## src/rtl/spi_pkg.sv

```systemverilog
// spi_pkg: shared definitions for the 8-bit SPI master.
//   MODE0..MODE3 : {CPOL, CPHA} mode encodings
//   SPI_W        : transfer width in bits
//   spi_state_t  : master FSM state encoding
package spi_pkg;

    localparam logic [1:0] MODE0 = 2'b00;
    localparam logic [1:0] MODE1 = 2'b01;
    localparam logic [1:0] MODE2 = 2'b10;
    localparam logic [1:0] MODE3 = 2'b11;

    localparam int SPI_W = 8;

    typedef enum logic [2:0] {
        ST_IDLE,
        ST_SETUP,
        ST_XFER,
        ST_HOLD,
        ST_DONE
    } spi_state_t;

endpackage

```

## src/rtl/spi_clk_tick.sv

```systemverilog
// spi_clk_tick: half-period timer for the SPI master.
// Produces a one-cycle tick on every CLK_DIV-th enabled cycle.
//   CLK    : system clock
//   reset  : synchronous active-high reset
//   enable : count this cycle
//   clear  : force the counter back to zero
//   tick   : high in the cycle that completes a half-period
module spi_clk_tick
    import spi_pkg::*;
#(
    parameter int CLK_DIV = 2
) (
    input  logic CLK,
    input  logic reset,
    input  logic enable,
    input  logic clear,
    output logic tick
);

    localparam int              CW   = $clog2(CLK_DIV) + 1;
    localparam logic [CW-1:0]   LAST = CW'(CLK_DIV - 1);

    generate
        if (CLK_DIV < 1) begin : g_bad_clk_div
            $error("spi_clk_tick: CLK_DIV must be >= 1");
        end
    endgenerate

    logic [CW-1:0] count;

    // Combinational so the FSM acts in the very cycle the period completes.
    assign tick = enable && (count == LAST);

    always_ff @(posedge CLK) begin
        if (reset || clear) begin
            count <= '0;
        end else if (enable) begin
            if (count == LAST) begin
                count <= '0;
            end else begin
                count <= count + 1'b1;
            end
        end
    end

endmodule

```

## src/rtl/spi_master.sv

```systemverilog
// spi_master: single-transfer 8-bit SPI master, MSB first, any CPOL/CPHA mode.
//   CLK     : system clock (rising edge)
//   reset   : synchronous active-high reset
//   start   : request a transfer, honoured only in IDLE
//   data_in : byte to send, latched when start is accepted
//   MISO    : serial data from the slave
//   SCLK    : serial clock, idles at CPOL
//   MOSI    : serial data to the slave
//   CS      : active-low chip select
//   busy    : transfer in progress
//   done    : one-cycle pulse when the received byte is presented
//   rx      : last received byte, held until the next done
module spi_master
    import spi_pkg::*;
#(
    parameter logic [1:0] MODE    = MODE2,
    parameter int         CLK_DIV = 2
) (
    input  logic             CLK,
    input  logic             reset,
    input  logic             start,
    input  logic [SPI_W-1:0] data_in,
    input  logic             MISO,
    output logic             SCLK,
    output logic             MOSI,
    output logic             CS,
    output logic             busy,
    output logic             done,
    output logic [SPI_W-1:0] rx
);

    localparam logic CPOL = MODE[1];
    localparam logic CPHA = MODE[0];

    generate
        if (CLK_DIV < 1) begin : g_bad_clk_div
            $error("spi_master: CLK_DIV must be >= 1");
        end
    endgenerate

    spi_state_t       state;
    logic [SPI_W-1:0] tx_shift;
    logic [SPI_W-1:0] rx_shift;
    logic [SPI_W-1:0] rx_next;
    logic [3:0]       edge_cnt;
    logic             tick;
    logic             tick_en;
    logic             tick_clr;
    logic             leading;

    assign tick_en  = (state == ST_SETUP) || (state == ST_XFER) || (state == ST_HOLD);
    assign tick_clr = (state == ST_IDLE) || (state == ST_DONE);

    // edge_cnt holds the number of toggles already made, so the upcoming
    // toggle k = edge_cnt + 1 is a leading edge when edge_cnt is even.
    assign leading = ~edge_cnt[0];
    assign rx_next = {rx_shift[SPI_W-2:0], MISO};

    spi_clk_tick #(
        .CLK_DIV (CLK_DIV)
    ) u_tick (
        .CLK    (CLK),
        .reset  (reset),
        .enable (tick_en),
        .clear  (tick_clr),
        .tick   (tick)
    );

    always_ff @(posedge CLK) begin
        if (reset) begin
            state    <= ST_IDLE;
            SCLK     <= CPOL;
            CS       <= 1'b1;
            MOSI     <= 1'b0;
            busy     <= 1'b0;
            done     <= 1'b0;
            rx       <= '0;
            tx_shift <= '0;
            rx_shift <= '0;
            edge_cnt <= '0;
        end else begin
            done <= 1'b0;
            case (state)
                ST_IDLE: begin
                    CS       <= 1'b1;
                    SCLK     <= CPOL;
                    busy     <= 1'b0;
                    edge_cnt <= '0;
                    if (start) begin
                        state    <= ST_SETUP;
                        CS       <= 1'b0;
                        busy     <= 1'b1;
                        rx_shift <= '0;
                        // CPHA=0 needs bit 7 on the wire before the first
                        // (sampling) edge, so it goes out now and only the
                        // remaining bits stay in the shifter.
                        if (!CPHA) begin
                            MOSI     <= data_in[SPI_W-1];
                            tx_shift <= {data_in[SPI_W-2:0], 1'b0};
                        end else begin
                            tx_shift <= data_in;
                        end
                    end
                end

                ST_SETUP: begin
                    if (tick) begin
                        state <= ST_XFER;
                    end
                end

                ST_XFER: begin
                    if (tick) begin
                        SCLK     <= ~SCLK;
                        edge_cnt <= edge_cnt + 4'd1;
                        // Sample edges are leading for CPHA=0, trailing for
                        // CPHA=1; the other edge drives MOSI, except that
                        // CPHA=0 keeps bit 0 on the wire after the final edge.
                        if (leading == !CPHA) begin
                            rx_shift <= rx_next;
                        end else if (leading || (edge_cnt != 4'd15)) begin
                            MOSI     <= tx_shift[SPI_W-1];
                            tx_shift <= {tx_shift[SPI_W-2:0], 1'b0};
                        end
                        if (edge_cnt == 4'd15) begin
                            state <= ST_HOLD;
                        end
                    end
                end

                ST_HOLD: begin
                    if (tick) begin
                        state <= ST_DONE;
                        CS    <= 1'b1;
                        MOSI  <= 1'b0;
                        busy  <= 1'b0;
                        done  <= 1'b1;
                        rx    <= rx_shift;
                    end
                end

                ST_DONE: begin
                    state <= ST_IDLE;
                end

                default: begin
                    state <= ST_IDLE;
                end
            endcase
        end
    end

endmodule

```

## config.mk

```make
export PLATFORM = sky130hd
export DESIGN_NAME = spi_master
export DESIGN_NICKNAME = d
export VERILOG_FILES = /design/src/rtl/spi_pkg.sv /design/src/rtl/spi_clk_tick.sv /design/src/rtl/spi_master.sv
export SDC_FILE = /design/constraint.sdc
export NUM_CORES = 1
export LEC_CHECK = 0
export ABC_AREA = 1
export CAP_MARGIN = 15
export CORE_MARGIN = 2
export CORE_UTILIZATION = 30
export CTS_BUF_LIST = sky130_fd_sc_hd__clkbuf_16
export DETAILED_ROUTE_END_ITERATION = 7
export PLACE_DENSITY = 0.59
export SYNTH_ARGS = -nofsm -noshare
export SYNTH_HDL_FRONTEND = slang
export SYNTH_SLANG_ARGS = --single-unit
export TNS_END_PERCENT = 20
```

## constraint.sdc

```tcl
create_clock -name CLK -period 1.7 [get_ports CLK]
set_input_delay 0.34 -clock CLK [delete_from_list [all_inputs] [get_ports CLK]]
set_output_delay 0.34 -clock CLK [all_outputs]
set_load 0.02 [all_outputs]
```

==> results.md, run 1 <==
- Worst-path cell chain: clkdlybuf4s50_1
- Fin crit share: between 90% and 100%
- Die height: 78.70 microns
- Area leader, netlist: dfxtp_1
- CTS Buffer Depth: 2
- Period minus WS final: 1.569 ns
- Via Count: roughly 1500
- Warnings, synthesis: 0
- Post-Synth Simple-Gate Area: about a third
- Hold path endpoint: rx[7]$_SDFFE_PP0P_
- GRT Overall Usage: between 10 and 15%
- Buf/Inv on CP: 1
- Nets: 276
- Final core utilization: about 40%
- Critical path endpoint category: output port
- Kind of critical path: flip-flop to output port
- Worst Path Required: ~1.4 ns
- Initial core utilization: 30.78%
- Post-Syn Instances: 230
- First drt pass iteration count: 4
- Adder-cell area share of the yosys netlist: 0.7474%
- Power per cell area: between 1500 and 2000 mW/mm^2
- Pwr Total: ~3.5 mW
- Final hold violation count: 0
- Synth Cell Area: around 0.0017 sq mm
- Post-synth ARST share: 0%
- Max Cap Violations: 0
- Share of layout cells above drive strength 1: between 10% and 20%
- Final setup violating endpoints: 0
- Number of enable flip-flop cells after synthesis: 0
- Syn Nets: approximately 240
- Max-slew headroom: between 70% and 80%
- Post-DP HPWL: between 2 and 2.5 mm
- Nature of the critical path startpoint: flip-flop
- Vias in the first global route: roughly 1500
- Slowest stage delay, CP: 0.61 ns
- Core Region: 0.005439 sq mm
- Layout fillers: 559
- Post-CTS setup repair buffer count: 0
- Hold Crit Class: flip-flop to flip-flop
- First-pass GRT wire length: around 6.4 mm
- Io pins: 25
- Placed cell areas: ~0.0020 sq mm
- Worst setup startpoint: busy$_SDFFE_PP0P_
- Unrepaired setup endpoints after global routing: no
- # rows: 27
- Post-synthesis compound-gate area fraction: 14.42%
- Status: completed
- 1st-iter DRT viols: 80
- Vias/cell: roughly 4.5
- TritonCTS Buffers: 5
- Worst r2r src: state[2]$_SDFFE_PP0P_
- Worst reg2reg path depth: 7
- Hold depth: 2
- Lkg Pwr: roughly 0.85 nW
- Slew Viols, Final: 0
- Antenna violations before repair: 0
- Clock Latency Late Sink: roughly 0.28 ns
- Clk sinks: 37
- Ant. Diodes: 0
- Slew @ Worst Pin: ~0.33 ns
- GP Congestion: roughly 0.8
- Port bufs: 24
- CTS tree: built
- Delay-heaviest family, CP: buffers and inverters
- Post-synthesis mux area share: 0%
- Worst Clk Skew: 0.004907 ns
- Cell with the largest stage delay on the worst path: clkdlybuf4s50_1
- DIE AREA: 0.006194 sq mm
- Largest net degree at the start of global routing: 22
- Chip width: 78.70 microns
- Worst-path fanout max: 2
- Hold Crit Start: rx[7]$_SDFFE_PP0P_
- Synthesis-stage register bit count: 37
- Avg WL per Cell: approximately 11 microns
- Flop2flop setup slack: approximately 0.19 ns
- Worst-path clk slew: 0.06 ns
- Hold Buf Count CTS: 0
- Root buf cell: clkbuf_16
- CTS H-tree depth: 2
- Grt total ovfl: 0
- Area Overhead vs Synth: 30.79%
- Post-synth top flop: dfxtp_1
- Syn_area_per_cell: a little over 7 sq um
- Register area share after synthesis: 44.25%
- Crit path DAT: 1.23 ns
- Dominant cells by area after synthesis: dfxtp_1 44%, nand2_1 15%, a21oi_1 9.0%
- Largest family of logic cells by synthesized area: simple AND/OR/NAND/NOR gates
- Maximum VDD drop: between 0.6 and 0.7 mV
- Max frequency: 637.5 MHz
- Netlist cell types: 23
- DR DRC count: 0
- CTS resizes: 0
- Reg-to-reg endpoint: tx_shift[2]$_SDFFE_PP0P_
- Fin area: between 0.002 and 0.0025 sq mm
- Xor-xnor portion of the synthesized cell area: between 1 and 1.5%
- Total wire length: 3.615 mm
- Top cell type's share of synthesized area: about 44%
- Routed Antenna Nets: 0
cells in the mapped netlist, drive strengths merged (2+ instances only):
cell type,instances
inv,18
a21oi,31
nand4,3
clkbuf,5
dfxtp,37
o21ai,12
nand2,69
nand3,20
nand3b,9
nor2,17
buf,3
o211ai,2
cells by family after synthesis:
logic type,count (synthesis)
compound gates,46
xor+xnor,2
fa+ha+maj,1
buf+inv,26
flops,37
simple gates,118
worst max-delay path by stage:
stage	end	slack, ns	cells past startpoint
global placement	tx_shift[4]$_SDFFE_PP0P_	-0.01	7
global route	tx_shift[4]$_SDFFE_PP0P_	0.03	7
finish	busy	0.13	1
detailed placement	tx_shift[4]$_SDFFE_PP0P_	-0.03	7
floorplan	tx_shift[1]$_SDFFE_PP0P_	0.41	7
CTS	busy	0.13	1
sequential cells by signal, summed over array words and instances, names as in the netlist:
| register | flops |
|---|---|
| CS | 1 |
| MOSI | 1 |
| SCLK | 1 |
| busy | 1 |
| done | 1 |
| edge_cnt | 4 |
| rx | 8 |
| rx_shift | 8 |
| state | 3 |
| tx_shift | 7 |
| u_tick.count | 2 |
report_power, final:
part / switching, mW / internal (mW) / total (mW)
combinational: 0.928 / 0.545 / 1.47
sequential: 0.0990 / 1.01 / 1.11
clock: 0.346 / 0.537 / 0.883
total: 1.37 / 2.09 / 3.46
through the flow:
stage	cells	setup TNS [ns]	hold WS, ns	worst slack [ns]
after floorplan	230	0	0.4091	0.4110
after global placement	328	-0.07413	0.4334	-0.01102
after detailed placement	328	-0.1825	0.4352	-0.03348
after CTS	336	0	0.4460	0.1261
after global routing	336	0	0.4651	0.03313
final	336	0	0.4433	0.1314
per-layer routing:
layer	routed length [microns]	global-route usage, %
met4	13	3.684
met5	0	0
met2	1615	19.66
met3	133	3.864
met1	1852	17.03
cell type report:
cell class / instances / area [sq um] / share of cell area (%)
clock inverter: 3 / 17.52 / 0.8000
timing repair buffer: 34 / 327.8 / 14.97
sequential: 37 / 740.7 / 33.83
multi-input combinational: 167 / 820.8 / 37.49
tap: 72 / 90.09 / 4.114
inverter: 18 / 67.56 / 3.086
clock buffer: 5 / 125.1 / 5.714
cell usage in the layout (no fill, tap or decap):
master           netlist  final
nand2_1               66     66
dfxtp_1               37     37
inv_1                 15     15
a21boi_0               1      1
ha_1                   1      1
a21oi_1               30     30
xnor2_1                1      1
nand4_1                3      3
nand2_2                2      2
nand2_4                1      1
clkdlybuf4s50_1        0     24
clkinv_1               0      1
a21oi_2                1      1
buf_12                 0      1
o21ai_0               12     12
nand3_1               19     19
nor2_1                15     15
clkinv_4               0      1
nand3_4                1      1
nand3b_1               9      9
xor2_1                 1      1
clkbuf_16              0      5
inv_2                  3      3
buf_4                  2      9
o211ai_1               2      2
clkinv_2               0      1
nor2_4                 2      2
Power figures use the tool's default switching activity.
==> inputs of run 2 (changes only) <==
clock period = 1.5 ns   (was 1.7 ns; I/O delays follow)
==> results.md, run 2 (synthesis gave the netlist of run 1 again) <==
- GRT Overall Usage: a little over an eighth
- Chip width: between 70 and 80 microns
- Max frequency: around 720 MHz
- Clock Latency Late Sink: about 0.28 ns
- Placed Instances: ~330
- Power per cell area: ~1900 mW/mm^2
- Post-route setup slack: about 0.11 ns
- Vias/cell: approximately 4.6
- Largest regs: rx x8, rx_shift x8, tx_shift x7
- Setup TNS: 0 ns
- DR DRC count: 0
- Post-DP HPWL: around 2.7 mm
- Pwr Total: about 4.3 mW
- Die height: just under 80 microns
- Most frequent cells in the layout: 64 x nand2_1, 33 x dfxtp_1, 30 x a21oi_1
- Avg WL per Cell: 11.26 microns
- Vias in the first global route: ~1500
- Largest net degree at the start of global routing: 22
- TritonCTS Buffers: 5
- Final core utilization: 42.35%
- Nature of the critical path startpoint: flip-flop
- Share of layout cells above drive strength 1: between 10% and 20%
- Core Region: about 0.0054 sq mm
- Port bufs: 24
- Total wire length: ~3.9 mm
- Final Instance Count excl. Fillers: 344
- Lkg Pwr: between 0.9 and 1 nW
- Nets: between 200 and 300
- CTS H-tree depth: 2
- Worst Clk Skew: roughly 0.0046 ns
- Clk sinks: 37
- Area Overhead vs Synth: 37.59%
- First drt pass iteration count: 4
- Slew Viols, Final: 0
- Most common cell after layout, fill and taps aside: nand2_1
- 1st-iter DRT viols: 42
- Worst-path fanout max: 7
- Critical path endpoint category: flip-flop
- Maximum VDD drop: 0.7356 mV
- Worst Path Required: roughly 1.7 ns
- CTS tree: built
- Final setup violating endpoints: 0
- Slew @ Worst Pin: about 0.23 ns
- GP Congestion: approximately 0.77
- Placed cell areas: roughly 0.0021 sq mm
- DIE AREA: roughly 0.0062 sq mm
- Antenna violations before repair: 0
- Dpl ws: -0.1943 ns
- # rows: 27
- Max-slew headroom: ~84%
- Root buf cell: clkbuf_16
- Fin area: 0.002303 sq mm
- CTS Buffer Depth: 2
- Via Count: roughly 1600
- Initial core utilization: a little under a third
- Worst setup startpoint: state[0]$_SDFFE_PP0P_
- First-pass GRT wire length: between 6 and 7 mm
- Status: completed
- Hold slack: between 0.4 and 0.5 ns
- Kind of critical path: flip-flop to flip-flop
- Period minus WS final: approximately 1.4 ns
- Hold Crit Start: rx[4]$_SDFFE_PP0P_
- Final hold violation count: 0
- Worst-path clk slew: 0.06 ns
- Max Cap Violations: 0
- Grt total ovfl: 0
- Unrepaired setup endpoints after global routing: no
- Hold Crit Class: flip-flop to flip-flop
- Ant. Diodes: 0
- Layout fillers: around 540
- Fin crit share: about 92%
- Routed Antenna Nets: 0
- Io pins: 25
- Worst r2r src: state[0]$_SDFFE_PP0P_
- Crit path DAT: about 1.6 ns
## run 2: cell count changes in the layout (fill, tap and decap cells not counted), moves of 4 or more
cell,previous run,this run
clkdlybuf4s50_1,24,11
dlygate4sd2_1,0,12
buf_4,9,18
dfxtp_1,37,33
dfxtp_2,0,4
## run 2: worst paths after layout
path	to	depth (start not counted)	slack [ns]
max	rx_shift[6]$_SDFFE_PP0P_	9	0.11
max reg2reg	rx_shift[6]$_SDFFE_PP0P_	9	0.11
min	rx[4]$_SDFFE_PP0P_	2	0.44
min reg2reg	rx[4]$_SDFFE_PP0P_	2	0.44
## run 2: cell type report
class	instances	area [sq um]	share of cell area, %
multi-input cells	167	857.1	37.21
flip-flops and latches	37	745.7	32.37
repair buffers	43	382.9	16.62
clock buffers	5	125.1	5.432
well taps	72	90.09	3.911
inverters	18	67.56	2.933
clock inverters	2	35.03	1.521
## run 2: per-layer routing
metal / share of wire, % / track usage (%) / wire, microns / vias to the layer above
met4: 1.1 / 4.211 / 44 / 0
met1: 49 / 16.88 / 1889 / 720
met2: 46 / 22.39 / 1790 / 23
li1: - / - / - / 837
met3: 3.9 / 3.523 / 151 / 6
met5: 0 / 0 / 0 / -
## run 2: what timing repair did
item | CTS | global route
hold buffers | 0 | 0
hold endpoints to repair | 0 | 0
gates resized for setup | 13 | 14
cloned | 0 | 0
pin swaps | 0 | 5
setup buffers | 0 | 3
endpoints found under the setup margin | 19 | 22
## run 2: power breakdown
| part | internal, mW | switching, mW | total (mW) |
|---|---|---|---|
| Combinational | 0.730 | 1.14 | 1.87 |
| Sequential | 1.15 | 0.126 | 1.28 |
| Clock | 0.771 | 0.382 | 1.15 |
## run 2: worst max-delay path, cell delays in order (launching register included)
cell and delay [ns]:
dfxtp_2 0.36, inv_2 0.09, nand2_1 0.09, nor2_4 0.22, nand2_1 0.08, nand2_1 0.08, inv_2 0.08, buf_4 0.14
nand3b_1 0.07, a21oi_1 0.06
